$ cat src/rtl/countdown_pkg.sv
// Shared types and defaults for the countdown timer slice.
package countdown_pkg;

  localparam int DEFAULT_WIDTH = 4;

  typedef enum logic [1:0] {
    IDLE  = 2'd0,
    COUNT = 2'd1,
    DONE  = 2'd2
  } cd_state_e;

endpackage

$ cat src/rtl/countdown_timer_tick_prescaler.sv
// Divides enabled cycles by PRESCALE and emits a one-cycle tick on the last one.
// The divider is frozen while enable is low and returns to zero on clear.
module tick_prescaler #(
  parameter int PRESCALE = 1
) (
  input  logic clk,
  input  logic res,
  input  logic clear,
  input  logic enable,
  output logic tick
);

  generate
    if (PRESCALE <= 1) begin : g_bypass
      // No divider is needed: every enabled cycle is a tick.
      logic unused_ok;
      assign unused_ok = ^{clk, res, clear};
      assign tick      = enable;
    end else begin : g_div
      localparam int CW = $clog2(PRESCALE);
      localparam logic [CW-1:0] LAST = CW'(PRESCALE - 1);

      logic [CW-1:0] cnt_q, cnt_d;

      assign tick = enable && (cnt_q == LAST);

      // Next divider value: clear wins, wrap on tick, advance only while enabled.
      always_comb begin
        cnt_d = cnt_q;
        if (clear)       cnt_d = '0;
        else if (tick)   cnt_d = '0;
        else if (enable) cnt_d = cnt_q + 1'b1;
      end

      // Divider register.
      always_ff @(posedge clk) begin
        if (res) cnt_q <= '0;
        else     cnt_q <= cnt_d;
      end
    end
  endgenerate

endmodule

$ cat src/rtl/countdown_timer.sv
// Loadable down-counter: takes a start value over a valid/ready handshake,
// counts it down to zero at a prescaled rate, then pulses done for one cycle.
// Optional feature macro: COUNTDOWN_AUTO_RELOAD_EN (periodic reload from DONE).
module countdown_timer
  import countdown_pkg::*;
#(
  parameter int WIDTH    = DEFAULT_WIDTH,
  parameter int PRESCALE = 1
) (
  input  logic             clk,
  input  logic             res,
  input  logic             load_valid,
  input  logic [WIDTH-1:0] load_value,
  output logic             load_ready,
  input  logic             enable,
  input  logic             abort,
  output logic [WIDTH-1:0] out,
  output logic             busy,
  output logic             done
);

  cd_state_e        state_q, state_d;
  logic [WIDTH-1:0] out_q, out_d;
  logic [WIDTH-1:0] reload_q, reload_d;
  logic             tick;

  // The divider only runs in COUNT; any other state holds it at zero, which
  // also gives a fresh divider on every load or reload.
  tick_prescaler #(.PRESCALE(PRESCALE)) u_presc (
    .clk    (clk),
    .res    (res),
    .clear  (state_q != COUNT),
    .enable (enable && (state_q == COUNT)),
    .tick   (tick)
  );

  // Next state, next count and reload capture.
  always_comb begin
    state_d  = state_q;
    out_d    = out_q;
    reload_d = reload_q;
    unique case (state_q)
      IDLE: begin
        if (load_valid) begin
          out_d    = load_value;
          reload_d = load_value;
          state_d  = (load_value == '0) ? DONE : COUNT;
        end
      end
      COUNT: begin
        // abort beats a simultaneous tick and leaves the count where it is
        if (abort) begin
          state_d = IDLE;
        end else if (tick) begin
          out_d = out_q - 1'b1;
          if (out_q == WIDTH'(1)) state_d = DONE;
        end
      end
      DONE: begin
`ifdef COUNTDOWN_AUTO_RELOAD_EN
        if (abort || (reload_q == '0)) begin
          state_d = IDLE;
        end else begin
          state_d = COUNT;
          out_d   = reload_q;
        end
`else
        state_d = IDLE;
`endif
      end
      default: state_d = IDLE;
    endcase
  end

  // State, count and reload registers; reset has priority over everything.
  always_ff @(posedge clk) begin
    if (res) begin
      state_q  <= IDLE;
      out_q    <= '0;
      reload_q <= '0;
    end else begin
      state_q  <= state_d;
      out_q    <= out_d;
      reload_q <= reload_d;
    end
  end

`ifndef COUNTDOWN_AUTO_RELOAD_EN
  // Reload value is only consumed by the periodic mode.
  logic unused_reload;
  assign unused_reload = ^reload_q;
`endif

  assign out        = out_q;
  assign load_ready = (state_q == IDLE);
  assign busy       = (state_q == COUNT);
  assign done       = (state_q == DONE);

endmodule

$ cat config.mk
export PLATFORM = sky130hd
export DESIGN_NAME = countdown_timer
export DESIGN_NICKNAME = d
export VERILOG_FILES = /design/src/rtl/countdown_pkg.sv /design/src/rtl/countdown_timer_tick_prescaler.sv /design/src/rtl/countdown_timer.sv
export SDC_FILE = /design/constraint.sdc
export NUM_CORES = 1
export LEC_CHECK = 0
export BUFFER_PORTS_ARGS = -buffer_cell sky130_fd_sc_hd__buf_2
export CAP_MARGIN = 20
export CORE_AREA = 3 3 40 42
export DETAILED_ROUTE_END_ITERATION = 6
export DIE_AREA = 0 0 43 45
export PLACE_DENSITY_LB_ADDON = 0.3
export SYNTH_ARGS = -nofsm -noshare
export SYNTH_HDL_FRONTEND = slang
export SYNTH_SLANG_ARGS = --single-unit
$ cat constraint.sdc
create_clock -name clk -period 2 [get_ports clk]
set_clock_uncertainty 0.15 [all_clocks]
set_input_delay 0.1 -clock clk [delete_from_list [all_inputs] [get_ports clk]]
set_output_delay 0.1 -clock clk [all_outputs]
set_load 0.02 [all_outputs]
==> results of run 1 <==
-- area by class of cell --
| cell class | instances | share of cell area |
|---|---|---|
| repair buffers | 16 | 0.162 |
| multi-input cells | 35 | 0.499 |
| inverters | 4 | 0.0333 |
| well taps | 15 | 0.0356 |
| flip-flops and latches | 6 | 0.228 |
| clock buffers | 3 | 0.0428 |
-- what timing repair did --
action	in CTS	in global routing
hold endpoints to repair	5	0
gates resized for setup	0	0
hold buffers	1	0
setup buffers	0	0
-- worst max path at each step --
stage | endpoint | slack [ps] | cells after the start
floorplan | out[1] | 470 | 4
global placement | out[0] | 560 | 5
detailed placement | out[0] | 530 | 5
CTS | out[0] | 520 | 5
global route | out[2] | 430 | 5
finish | out[0] | 530 | 5
-- flip-flops by register name (all words and copies together) (netlist names) --
signal / flops
state_q: 2
out: 4
-- per-stage QoR --
stage,hold WS [ps],worst slack [ps]
after floorplan,12.4,469
after global placement,207,558
after detailed placement,210,528
after CTS,66.1,524
after global routing,86.9,432
final,75.6,532
-- Yosys cell counts --
cell,instances,area [um^2]
sky130_fd_sc_hd__dfxtp_1,6,120
sky130_fd_sc_hd__a21oi_1,4,20.0
sky130_fd_sc_hd__nor3_1,4,20.0
sky130_fd_sc_hd__inv_1,3,11.3
sky130_fd_sc_hd__nand2_1,3,11.3
sky130_fd_sc_hd__nor2_1,3,11.3
sky130_fd_sc_hd__ha_1,2,25.0
sky130_fd_sc_hd__a211o_1,1,8.76
sky130_fd_sc_hd__a211oi_1,1,7.51
sky130_fd_sc_hd__a211oi_2,1,12.5
sky130_fd_sc_hd__a21o_2,1,8.76
sky130_fd_sc_hd__a21oi_2,1,8.76
sky130_fd_sc_hd__a32oi_1,1,8.76
sky130_fd_sc_hd__a32oi_4,1,27.5
sky130_fd_sc_hd__and2b_1,1,7.51
sky130_fd_sc_hd__and2b_2,1,8.76
sky130_fd_sc_hd__inv_4,1,6.26
sky130_fd_sc_hd__nand2b_1,1,6.26
sky130_fd_sc_hd__nand2b_4,1,13.8
sky130_fd_sc_hd__nand3b_1,1,7.51
sky130_fd_sc_hd__nor2b_1,1,6.26
sky130_fd_sc_hd__nor4_1,1,6.26
sky130_fd_sc_hd__o21ai_0,1,5.00
sky130_fd_sc_hd__o21bai_1,1,7.51
sky130_fd_sc_hd__o31a_1,1,8.76
sky130_fd_sc_hd__o32ai_1,1,8.76
sky130_fd_sc_hd__or3_1,1,6.26
-- logic make-up after synthesis --
kind of cell | after synthesis
simple gates | 18
compound gates | 15
buf+inv | 4
flops | 6
fa+ha+maj | 2
-- power by group --
part	internal (mW)	switching [mW]	leakage [nW]
logic	0.0448	0.0602	0.167
registers	0.130	0.0117	0.0494
clock network	0.0674	0.0363	0.0138
-- layout by cell type (no fill, tap or decap) --
master                          synthesis  layout
sky130_fd_sc_hd__buf_2                  0      15
sky130_fd_sc_hd__dfxtp_1                6       6
sky130_fd_sc_hd__a21oi_1                4       4
sky130_fd_sc_hd__nor3_1                 4       4
sky130_fd_sc_hd__inv_1                  3       3
sky130_fd_sc_hd__nor2_1                 3       3
sky130_fd_sc_hd__nand2_1                3       3
sky130_fd_sc_hd__clkbuf_4               0       3
sky130_fd_sc_hd__ha_1                   2       2
sky130_fd_sc_hd__nand2b_4               1       1
sky130_fd_sc_hd__inv_4                  1       1
sky130_fd_sc_hd__and2b_2                1       1
sky130_fd_sc_hd__nand3b_1               1       1
sky130_fd_sc_hd__a32oi_4                1       1
sky130_fd_sc_hd__a21o_2                 1       1
sky130_fd_sc_hd__o21ai_0                1       1
sky130_fd_sc_hd__a211o_1                1       1
sky130_fd_sc_hd__a21oi_2                1       1
sky130_fd_sc_hd__o21bai_1               1       1
sky130_fd_sc_hd__a211oi_1               1       1
sky130_fd_sc_hd__a211oi_2               1       1
sky130_fd_sc_hd__nor4_1                 1       1
sky130_fd_sc_hd__and2b_1                1       1
sky130_fd_sc_hd__a32oi_1                1       1
sky130_fd_sc_hd__or3_1                  1       1
sky130_fd_sc_hd__nand2b_1               1       1
sky130_fd_sc_hd__o32ai_1                1       1
sky130_fd_sc_hd__o31a_1                 1       1
sky130_fd_sc_hd__nor2b_1                1       1
sky130_fd_sc_hd__dlygate4sd3_1          0       1
-- worst max-delay path, delay by kind of cell (launching register included) --
kind                   cells  cell delay [ps]
AND/OR/NAND/NOR            1              190
flip-flops                 1              370
buffers and inverters      1               60
AO/OA/AOI/OAI              3              590
-- per-layer routing --
| metal | wire length, um | global-route usage |
|---|---|---|
| met5 | 0 | 0 |
| met4 | 0 | 0.0723 |
| met3 | 50 | 0.0359 |
| met2 | 352 | 0.129 |
| met1 | 478 | 0.128 |
==> implementation parameters, run 1 <==
Parameter                              Value

Synth
  Area of the mapped netlist    around 400 um^2
  Main combinational cell family by area after synthesis    compound AO/OA/AOI/OAI gates
  Multiplexer area fraction after synthesis    0
  Synth Area in Simple Gates    0.262
  Fraction of synthesized cell area in xor and xnor cells    0
  Mapped Nets    56
  Avg Synthesized Cell Area    8.90 um^2
  Sequential-to-total area share from yosys stat    0.300
  Synth Area in Adders    0.0625
  Synthesized netlist cell count    45
  Synthesized flop and latch total    6
  Number of warning messages in the yosys log    0
  Number of distinct library cell variants in the gate-level netlist after synthesis    27
  Compound-cell area share of the yosys netlist    0.331

Pwr
  Total power after layout    around 0.35 mW
  Power density over the cells    roughly 660 nW/um^2
  VDD IR max    approximately 0.31 mV
  Leak    0.230 nW

Min path
  Worst hold endpoint    out[2]
  Worst Hold Class    in -> reg
  Depth of the worst hold-timing path    4
  Worst hold start    load_value[2]

Worst setup path
  CP arrival    ~1400 ps
  CP max stage delay    between 300 and 400 ps
  Cell-by-cell trace of the critical path    nand2b_4 -> inv_4 -> a32oi_4 -> o21bai_1 -> a211oi_2
  Worst reg2reg startpoint    state_q[1]
  Worst Reg-to-Reg Cells    5
  Worst R2R End    out[0]
  Startpoint kind of the worst setup timing path    flip-flop
  Max FO, Critical Path    8
  Slowest cell on the critical path    sky130_fd_sc_hd__dfxtp_1
  Worst-case register-to-register setup slack    530 ps
  Critical path required time    just under 2000 ps
  Critical path startpoint    state_q[1]
  Crit Path Category    reg -> reg
  Element type at the critical path end    flip-flop

Clock network
  Clk Latency, worst-skew pair    240 ps
  TritonCTS sink count    6
  CTS buffer count    3
  CTS tree    done
  CTS clk-pin slew, worst paths    ~40 ps
  Deepest level of the CTS H-tree    1
  Buffers from clock root to sink, at most    2
  Clock tree root buffer cell    sky130_fd_sc_hd__clkbuf_4

Place
  Port Buf Inserts    15
  Placed wire-length estimate    767 um
  Standard cell area after detailed placement    approximately 490 um^2
  Final Wtd Congestion    between 0.7 and 0.8
  Placed cell count    75

Finish
  Final-stage net count    between 70 and 80
  Area of all sequential standard cells    roughly 120 um^2
  Util after Layout    0.410
  Non-filler cells in the finished layout    79
  Number of fill cells in the layout    between 100 and 150
  Non-Filler Cell Area, Final    527 um^2
  Number of antenna cells inserted    0
  Synth-to-layout area growth    31.6%
  Footprint of the multi-input gates    between 200 and 300 um^2
  Layout cells sized above 1    0.391

Global route
  Global-route wire length before repair    around 1.4 mm
  Maximum number of pins on one net before global-route repair    9
  Antenna violations before repair    0
  Grt ovf    0
  Number of global-route vias before repair    between 300 and 400
  GRT Util Overall    0.0975

Timing
  Final critical path time including I/O delays and setup    roughly 1500 ps
  Final worst-path cycle share    0.734
  Slew @ Worst Pin    ~400 ps
  Setup violators final    0
  Number of max-slew violations in the final report    0
  Setup Total Neg Slack    0 ps
  Unrepaired setup endpoints after global routing    no
  Worst max-slew margin expressed relative to the limit    0.730
  Peak Freq    681 MHz
  Number of hold violations in the final report    0

Route
  Count of TritonRoute iterations in the first routing pass    4
  Final routed DRC violation total    0
  Routed WL per cell    11.2 um
  Post-route antenna net violation count    0
  Detailed router's first-iteration violation count    8
  Routed vias/inst    around 4.8
  Wire length after detailed routing    881 um
  Total via count after detailed routing    about 380

Floorplanning
  Starting utilization of the core area    0.312
  Vertical die dimension    between 40 and 50 um
  Top-level port count    16
  Number of rows created at floorplan    13
  Core region area    1280 um^2
  Die X-Extent    43 um
  Die area    ~1900 um^2

Flow run
  Max-Cap Viols    0

Status
  Outcome    finished clean
Power figures use the tool's default switching activity.
==> run 2, diff against run 1 <==
Clock period 2 ns to 1.25 ns, I/O delays scaled along.
==> run 2 against run 1 <==
Against the previous run:
- the run now ends with setup timing left
- maximum frequency up 3.7%
- final area up 33%
- power up 90%
- via count up 23%
- setup slack worse by 700 ps
- clock power up 76%
- die area unchanged
==> implementation parameters, run 2 (synthesis gave the netlist of run 1 again) <==
Parameter                              Value

Flow run
  Max-Cap Viols    0

Pwr
  Fraction of power spent switching nets    0.324
  VDD IR max    0.587 mV
  Power spent charging and discharging nets    around 0.22 mW
  Portion of total power attributed to sequential cells    0.342
  Leak    0.312 nW
  Power density over the cells    between 900 and 1000 nW/um^2
  Share of power burned in combinational logic    0.383
  Clock power frac    0.275
  Pint    about 0.45 mW

Clock network
  Clock tree root buffer cell    sky130_fd_sc_hd__clkbuf_4
  CTS tree    done
  CTS clk-pin slew, worst paths    approximately 50 ps
  Buffers from clock root to sink, at most    2
  CTS buffer count    3
  Clk Latency, worst-skew pair    ~250 ps
  Deepest level of the CTS H-tree    1
  TritonCTS sink count    6

Finish
  Number of antenna cells inserted    0
  Non-Filler Cell Area, Final    about 700 um^2
  Layout cells sized above 1    0.649
  Synth-to-layout area growth    74.4%
  Final-stage net count    90
  Most common library cell in the layout ignoring fill and taps    sky130_fd_sc_hd__buf_2
  Most used cells in the layout excluding fill and tap cells    12 x sky130_fd_sc_hd__buf_2, 11 x sky130_fd_sc_hd__buf_4, 5 x sky130_fd_sc_hd__buf_6
  Non-filler cells in the finished layout    a little over 90
  Max FFs per register    4
  Util after Layout    0.543

Route
  Count of TritonRoute iterations in the first routing pass    4
  Routed vias/inst    between 5 and 6
  Total via count after detailed routing    approximately 460
  Wire length after detailed routing    1.21 mm
  Routed WL per cell    about 13 um
  Detailed router's first-iteration violation count    9
  Final routed DRC violation total    0
  Post-route antenna net violation count    0

Timing
  Setup violators final    7
  Number of max-slew violations in the final report    0
  Unrepaired setup endpoints after global routing    yes
  Final hold slack    around 27 ps
  Number of hold violations in the final report    0
  Final worst-path cycle share    1.13
  Worst max-slew margin expressed relative to the limit    0.625
  Peak Freq    706 MHz
  Final critical path time including I/O delays and setup    approximately 1400 ps
  Slew @ Worst Pin    558 ps
  Post-route worst setup slack    -167 ps

Worst setup path
  CP arrival    1430 ps
  Max FO, Critical Path    8
  Slowest cell on the critical path    sky130_fd_sc_hd__a32oi_4
  Startpoint kind of the worst setup timing path    flip-flop
  Element type at the critical path end    flip-flop
  Cell-by-cell trace of the critical path    nand2b_4 -> inv_6 -> a32oi_4 -> a211oi_1 -> a211oi_2
  Crit Path Category    reg -> reg
  Critical path required time    approximately 1300 ps
  CP max stage delay    340 ps

Place
  Port Buf Inserts    15
  Placed wire-length estimate    808 um
  Standard cell area after detailed placement    ~560 um^2
  Final Wtd Congestion    0.771
  Placed cell count    just over 80

Status
  Outcome    finished with violations
  Violations in the final reports    setup timing

Floorplanning
  Number of rows created at floorplan    13
  Die X-Extent    roughly 43 um
  Die area    between 1500 and 2000 um^2
  Starting utilization of the core area    0.312
  Core region area    around 1300 um^2
  Top-level port count    16
  Vertical die dimension    45 um

Global route
  Maximum number of pins on one net before global-route repair    9
  Global-route wire length before repair    1.92 mm
  GRT Util Overall    0.140
  Number of global-route vias before repair    435
  Grt ovf    0
  Antenna violations before repair    0

Min path
  Worst Hold Class    in -> reg
-- run 2: cell types whose count changed in the layout (fill, tap and decap cells not counted), sizes merged --
cell,change
buf,+13
-- run 2: critical path: cells and delay by family (launching register included) --
family	cells	cell delay, ps
buffers and inverters	1	40
flip-flops	1	330
AND/OR/NAND/NOR	1	150
AO/OA/AOI/OAI	3	660
-- run 2: worst paths after layout --
path	startpoint	endpoint	slack, ps	depth (start not counted)
hold / removal	load_value[0]	out[0]	30	3
setup reg to reg	state_q[1]	out[0]	-170	5
hold reg to reg	state_q[1]	state_q[0]	360	2
setup / recovery	state_q[1]	out[0]	-170	5
-- run 2: final cells by class --
type                       instances  area [um^2]
fill                             129          587
multi-input combinational         35          300
timing repair buffer              29          209
sequential                         6          128
clock buffer                       3         22.5
inverter                           4         20.0
tap                               15         18.8
-- run 2: power by group through the flow --
stage / registers, mW / logic, mW / clock network, mW
finish: 0.228 / 0.255 / 0.183
global route: 0.231 / 0.278 / 0.208
CTS: 0.226 / 0.223 / 0.187
detailed placement: 0.227 / 0.199 / 0
global placement: 0.227 / 0.197 / 0
floorplan: 0.244 / 0.101 / 0
-- run 2: repair_timing --
item                                    in CTS  in global routing
hold endpoints to repair                     6                  0
buffers inserted                             1                  4
endpoints found under the setup margin       8                  9
resized for setup                           12                  6
hold buffers                                 1                  0
pin swaps                                    4                  8
gates cloned                                 0                  0
-- run 2: layer usage --
| metal | track usage | routed length (um) | up-vias |
|---|---|---|---|
| li1 | - | - | 235 |
| met1 | 0.159 | 500 | 210 |
| met2 | 0.231 | 619 | 15 |
| met3 | 0.0637 | 77 | 2 |
| met4 | 0.0542 | 12 | 0 |
| met5 | 0 | 0 | - |
-- run 2: metrics by stage --
| stage | setup WS, ps | TNS, ps | power [mW] |
|---|---|---|---|
| floorplan | -118 | -409 | 0.344 |
| global placement | -120 | -407 | 0.424 |
| detailed placement | -115 | -480 | 0.426 |
| CTS | -124 | -472 | 0.636 |
| global route | -212 | -1180 | 0.716 |
| finish | -167 | -664 | 0.666 |
